## src/rtl/simple_bus_arbiter.sv

```systemverilog
// Round-robin arbiter sharing one simple_bus memory slave among NUM_REQ requesters.
// One command in flight at a time; reads that never see m_rvalid return an error response.
module simple_bus_arbiter #(
  parameter int unsigned NUM_REQ = 4,
  parameter int unsigned ADDR_W  = 8,
  parameter int unsigned DATA_W  = 32,
  parameter int unsigned TIMEOUT = 15
) (
  input  logic                        clk,
  input  logic                        rst_n,
  input  logic [NUM_REQ-1:0]          req_valid,
  output logic [NUM_REQ-1:0]          req_ready,
  input  logic [NUM_REQ-1:0]          req_we,
  input  logic [NUM_REQ*ADDR_W-1:0]   req_addr,
  input  logic [NUM_REQ*DATA_W-1:0]   req_wdata,
  output logic [NUM_REQ-1:0]          rsp_valid,
  output logic [DATA_W-1:0]           rsp_data,
  output logic                        rsp_err,
  output logic                        m_req,
  output logic                        m_we,
  output logic [ADDR_W-1:0]           m_waddr,
  output logic [DATA_W-1:0]           m_wdata,
  output logic                        m_re,
  output logic [ADDR_W-1:0]           m_raddr,
  input  logic [DATA_W-1:0]           m_rdata,
  input  logic                        m_rvalid,
  output logic                        busy
);

  localparam int unsigned PtrW = $clog2(NUM_REQ);
  localparam int unsigned CntW = $clog2(TIMEOUT);

  typedef enum logic [2:0] {StIdle, StWr, StRd, StRdWait, StRsp} state_e;

  state_e              state_q, state_d;
  logic [PtrW-1:0]     rr_ptr_q, owner_q;
  logic [ADDR_W-1:0]   addr_q;
  logic [DATA_W-1:0]   wdata_q;
  logic [CntW-1:0]     cnt_q, cnt_d;
  logic [DATA_W-1:0]   rdata_q, rdata_d;
  logic                err_q, err_d;

  logic                gnt_found;
  logic [PtrW-1:0]     gnt_idx;
  logic [PtrW-1:0]     scan_idx;
  logic                accept;

  // Scan starting at rr_ptr; the first valid requester wins.
  always_comb begin
    gnt_found = 1'b0;
    gnt_idx   = '0;
    scan_idx  = '0;
    for (int unsigned k = 0; k < NUM_REQ; k++) begin
      scan_idx = PtrW'((32'(rr_ptr_q) + k) % NUM_REQ);
      if (!gnt_found && req_valid[scan_idx]) begin
        gnt_found = 1'b1;
        gnt_idx   = scan_idx;
      end
    end
  end

  assign accept = (state_q == StIdle) && gnt_found;

  always_comb begin
    req_ready = '0;
    if (accept) req_ready[gnt_idx] = 1'b1;
  end

  always_comb begin
    state_d   = state_q;
    cnt_d     = cnt_q;
    rdata_d   = rdata_q;
    err_d     = err_q;
    m_req     = 1'b0;
    m_we      = 1'b0;
    m_re      = 1'b0;
    rsp_valid = '0;
    rsp_data  = '0;
    rsp_err   = 1'b0;
    unique case (state_q)
      StIdle: begin
        if (gnt_found) state_d = req_we[gnt_idx] ? StWr : StRd;
      end
      StWr: begin
        m_req              = 1'b1;
        m_we               = 1'b1;
        rsp_valid[owner_q] = 1'b1;
        state_d            = StIdle;
      end
      StRd: begin
        m_req   = 1'b1;
        m_re    = 1'b1;
        cnt_d   = '0;
        state_d = StRdWait;
      end
      StRdWait: begin
        cnt_d = cnt_q + 1'b1;
        if (m_rvalid) begin
          rdata_d = m_rdata;
          err_d   = 1'b0;
          state_d = StRsp;
        end else if (cnt_q == CntW'(TIMEOUT - 1)) begin
          rdata_d = '0;
          err_d   = 1'b1;
          state_d = StRsp;
        end
      end
      StRsp: begin
        rsp_valid[owner_q] = 1'b1;
        rsp_data           = rdata_q;
        rsp_err            = err_q;
        state_d            = StIdle;
      end
      default: state_d = StIdle;
    endcase
  end

  always_ff @(posedge clk) begin
    if (!rst_n) begin
      state_q  <= StIdle;
      rr_ptr_q <= '0;
      owner_q  <= '0;
      addr_q   <= '0;
      wdata_q  <= '0;
      cnt_q    <= '0;
      rdata_q  <= '0;
      err_q    <= 1'b0;
    end else begin
      state_q <= state_d;
      cnt_q   <= cnt_d;
      rdata_q <= rdata_d;
      err_q   <= err_d;
      if (accept) begin
        owner_q  <= gnt_idx;
        addr_q   <= req_addr[gnt_idx*ADDR_W +: ADDR_W];
        wdata_q  <= req_wdata[gnt_idx*DATA_W +: DATA_W];
        rr_ptr_q <= (gnt_idx == PtrW'(NUM_REQ - 1)) ? '0 : gnt_idx + 1'b1;
      end
    end
  end

  // Address/data pins just hold the latched command; the strobes qualify them.
  assign m_waddr = addr_q;
  assign m_raddr = addr_q;
  assign m_wdata = wdata_q;
  assign busy    = (state_q != StIdle);

endmodule

```

## config.mk

```make
export PLATFORM = sky130hd
export DESIGN_NAME = simple_bus_arbiter
export DESIGN_NICKNAME = d
export VERILOG_FILES = /design/src/rtl/simple_bus_arbiter.sv
export SDC_FILE = /design/constraint.sdc
export NUM_CORES = 1
export LEC_CHECK = 0
export BUFFER_PORTS_ARGS = -buffer_cell sky130_fd_sc_hd__buf_2
export CORE_AREA = 2 2 115 117
export DETAILED_ROUTE_END_ITERATION = 6
export DIE_AREA = 0 0 117 119
export PLACE_DENSITY = 0.67
export SYNTH_ARGS = -nofsm -noshare
export SYNTH_HDL_FRONTEND = slang
export SYNTH_SLANG_ARGS = --single-unit
```

## constraint.sdc

```tcl
create_clock -name clk -period 4.95 [get_ports clk]
set_input_delay 0.495 -clock clk [delete_from_list [all_inputs] [get_ports clk]]
set_output_delay 0.495 -clock clk [all_outputs]
set_load 0.005 [all_outputs]
```

# Yosys cells after proc, flatten, opt, wreduce, memory -nomap -nowiden
# Index checks and enable logic that the tools add are counted.
# word_totals
register_bits	84
input_bits	203
out_inout_bits	93
wordCells	88
# op_classes
n_addsub	5
n_lt_le_gt_ge	8
n_eq_ne	8
shift	2
mux	40
n_reduce_logical	17
# op_table
cell	count
$shiftx 128x8->32	1
$mux 32	3
$shiftx 32x6->8	1
$lt 2x3->1 const B	6
$mux 1	17
$mux 2	6
$bmux 1 s2	5
$mux 3	3
$pmux 3 s3	1
$mux 4	2
$pmux 4 s2	1
$eq 3x2->1 const B	2
$logic_and 1x1->1	6
$add 2x1->2 const B	2
$add 2x2->2 const B	2
$add 4x1->4 const B	1
$demux 1 s2	2
$eq 4x4->1 const B	1
$ge 2x1->1 const B	2
$reduce_and 2->1	2
$reduce_bool 2->1	2
$reduce_or 2->1	2
$eq 3x1->1 const B	1
$eq 3x3->1 const B	1
6 further kinds	8

# Depth between registers and ports, before layout
# depth
word_depth	17
depth_mapped	9
depth_no_buf	7

# Least setup slack after synthesis
# Ideal clock, no wire load.
# synth_timing
path_kind	input to output
start	input port req_valid[0]
end	output port req_ready[0]
arrival_time_ns	1.689
required_time_ns	4.455
setup_slack_ns	2.766
path_stages	9
n_path_buf	3
path_cell_list	a21oi_1 > o21ai_1 > o2bb2a_1 > buf_2 > buf_6 > buf_4 > inv_1 > ha_1 > and2_1
# synth_via
elab_chain_cells	17
elab_cells_between_ends	29
classes_between	order compare (2); mux (19); reduce/logical (8)
# synth_rtl
element	line	source
from (decl)	11	input logic [NUM_REQ-1:0] req_valid,
$bmux 1 s2	55	if (!gnt_found && req_valid[scan_idx]) begin
$mux 1 (not written as such)	55	
$mux 1	55	
$logic_not 1->1	55	
$logic_and 1x1->1	55	
$mux 1	55	
$logic_not 1->1	55	
$logic_and 1x1->1	55	
[... 2 more ...]	--	
$logic_and 1x1->1	55	
$mux 2 (*)	55	
named net gnt_idx[1]	44	logic [PtrW-1:0] gnt_idx;
$lt 2x3->1 (not written as such) / $ge 2x1->1 (equally long branches)	66	if (accept) req_ready[gnt_idx] = 1'b1;
$logic_and 1x1->1 (not written as such)	66	
$mux 1 (not written as such)	66	
$demux 1 s2 (*)	66	
$mux 4 (*)	66	
to (decl)	12	output logic [NUM_REQ-1:0] req_ready,
# Mark *: on every way through the listed nets, which the timed path passes. The rest lies on a longest branch. The select of a mux whose other input is x is not followed.

# Final worst setup path
# layout_timing
start	register state_q[0]
end	register wdata_q[11] (netlist: m_wdata[11])
# layout_via
elab_chain_cells	2
# layout_rtl
element	line	source
from (decl)	35	state_e state_q, state_d;
from (signal assigned)	120	state_q <= StIdle;
from (signal assigned)	129	state_q <= state_d;
$logic_not 3->1	62	assign accept = (state_q == StIdle) && gnt_found;
$logic_and 1x1->1	62	
to (signal assigned)	136	wdata_q <= req_wdata[gnt_idx*DATA_W +: DATA_W];
to (decl)	38	logic [DATA_W-1:0] wdata_q;
# No other way between the ends.
# A chain may end at the register's enable or synchronous reset.

==> metrics.csv <==
metric;value;unit
synth_area_leaders;dfxtp_1, mux2i_1, o221ai_2;
syn_to_final_growth;38.25;%
met1Wirelength;5.554;mm
ctsResizeCount;0;
hold_viol;0;
ys_ff_latch;84;
dp.cells;899;
skew;0.006915;ns
max_stage_delay;0.80;ns
yosysSeqAreaShare;35.95;%
grt_pass1_wl;21.80;mm
slew_violations;0;
cap_viol_max_count;0;
core-area;12870;um^2
ff_latch_area;1682;um^2
wl_met2;7.332;mm
max-slew-margin-rel;18.10;%
post_drt_wl_per_cell;15.90;um
dr_wl_met3;1.319;mm
place_area;6121;um^2
portBuffers;295;
ctsHoldBuffers;0;
vias;4633;
n_fill_cell;1219;
synth.top_cells.by_count;dfxtp_1, mux2i_1, nand2_1;
synth-edff-count;0;
arrival;3.16;ns
grt_util_all_layers;20.13;%
path_class;flip-flop to flip-flop;
clk_path_buf_depth;2;
period_share;58.99;%
cp_max_fo;29;
slowest_stage;nand3_2;
ys_types;39;
clk_latency;0.34;ns
overflow;0;
cp-start-kind;flip-flop;
yosysMostFrequentCell;dfxtp_1;
drive_above_1_share;49.53;%
min-delay-path-class;input port to flip-flop;
viasPerCell;5.052;
synth_area_leader_cell;dfxtp_1;
nNetsFinal;943;
drc;0;
setup_violations;0;
worstPathCellList;or3_1 > nor2_4 > nand3_2 > buf_4 > o221ai_2;
root_buffer;clkbuf_16;
synthFlopType;dfxtp_1;
synth_top_area_share;35.95;%
drtIter0Drc;287;
firstDrtPassIters;5;
end_kind;flip-flop;
grt_max_degree;57;
rsz0062_at_grt;no;
final_area;6467;um^2
power_density;483.5;nW/um^2
ir_drop;0.2194;mV
die_area;13920;um^2
required;5.19;ns
syn_inst;473;
cp_num_buf_inv;1;
multi_input_area;2674;um^2
cts_tree;done;
syn_area_per_cell;9.891;um^2
initial_core_util;36.34;%
cts_buffers;9;
synthesis.area;4678;um^2
ioPinCount;296;
wirelength;14.58;mm
syn_nets;682;
dp_hpwl;11.07;mm
place.gp.congestion;0.7911;
grt_pass1_vias;4524;
fmax;342.5;MHz
power;0.003127;W
synthArstFlopShare;0;%
cts_num_sinks;84;
fin_crit;2.920;ns
drtAntennaViolNets;0;
tightest_slew;1.228;ns
maxUsedRoutingLayer;met4;
num_rows;42;
antenna_found_initial;2;
fp.dieW;117;um
path_delay_family;simple AND/OR/NAND/NOR gates;
die_h;119;um
yosys_warnings;0;
finalNonFillerCells;917;
p_leak;3.094;nW
postCtsSetupRepairBufs;0;
fin_tns_setup;0;ns
status;completed;
path_clk_slew;0.07;ns
htreeDepth;3;
## registers in the layout (all words and copies together) (netlist names)
signal and flops:
owner_q 2, m_wdata 32, rdata_q 32, cnt_q 4, rr_ptr_q 2, err_q 1
m_raddr 8, state_q 3
## area by class of cell
type / count / share of cell area (%)
diodes: 2 / 0.07738
clock buffers: 10 / 3.540
clock inverters: 6 / 1.741
inverters: 7 / 0.4063
multi-input cells: 333 / 41.34
flip-flops and latches: 84 / 26.00
well taps: 176 / 3.405
repair buffers: 299 / 23.49
## layer usage
layer / GRT usage [%] / up-vias
met5: 0 / -
met4: 8.309 / 0
met3: 6.361 / 29
met2: 35.59 / 220
met1: 21.85 / 2152
li1: - / 2232
## where the power goes
group | switching, W | leakage, nW | internal (W)
registers | 0.000132 | 0.687 | 0.000875
clock network | 0.000281 | 0.167 | 0.000494
logic | 0.000725 | 2.24 | 0.000620
## per-stage QoR
| stage | util (%) | hold WS [ns] | worst slack [ns] |
|---|---|---|---|
| 2_1_floorplan | - | 0.4292 | 2.766 |
| 3_3_place_gp | 47.54 | 0.4393 | 2.121 |
| 3_5_place_dp | 47.54 | 0.4503 | 1.987 |
| 4_1_cts | 50.19 | 0.3840 | 1.979 |
| 5_1_grt | 50.23 | 0.3988 | 1.826 |
| 6_report | 50.23 | 0.3973 | 2.030 |
## kinds of logic (layout without fill, tap and decap cells)
family	after synthesis	in the layout	synth area share, %
mux	85	85	18.24
buf+inv	56	322	7.382
fa+ha+maj	6	6	1.605
other cells	0	2	0
compound gates	91	91	20.65
simple gates	151	151	16.18
flops	84	84	35.95
## worst reg2reg max path: cells and delay by family, from the launching register on
family / cells / cell delay (ns)
AO/OA/AOI/OAI: 1 / 0.22
buffers and inverters: 1 / 0.55
flip-flops: 1 / 0.40
AND/OR/NAND/NOR: 3 / 1.66
## cells in the final DEF (no fill, tap or decap), types with 3 or more instances in the layout
cell type / synthesis / routed
dfxtp_1: 84 / 84
bufinv_16: 0 / 3
nor3b_1: 4 / 3
a21oi_1: 6 / 6
and3_1: 5 / 5
ha_1: 6 / 6
inv_1: 6 / 6
o221ai_2: 40 / 40
clkbuf_16: 0 / 9
buf_2: 12 / 295
o21ai_0: 4 / 4
mux2i_1: 83 / 83
nand2_1: 44 / 44
buf_4: 16 / 3
nor2_1: 43 / 42
and2_1: 38 / 38
a22oi_1: 34 / 34
## final timing paths
check | from | slack [ns] | end | depth (start not counted)
max | state_q[0] | 2.03 | m_wdata[11] | 5
min reg2reg | err_q | 0.46 | err_q | 2
max reg2reg | state_q[0] | 2.03 | m_wdata[11] | 5
min | m_rdata[21] | 0.40 | rdata_q[21] | 3
No activity file was read; power rests on OpenSTA's default activity.
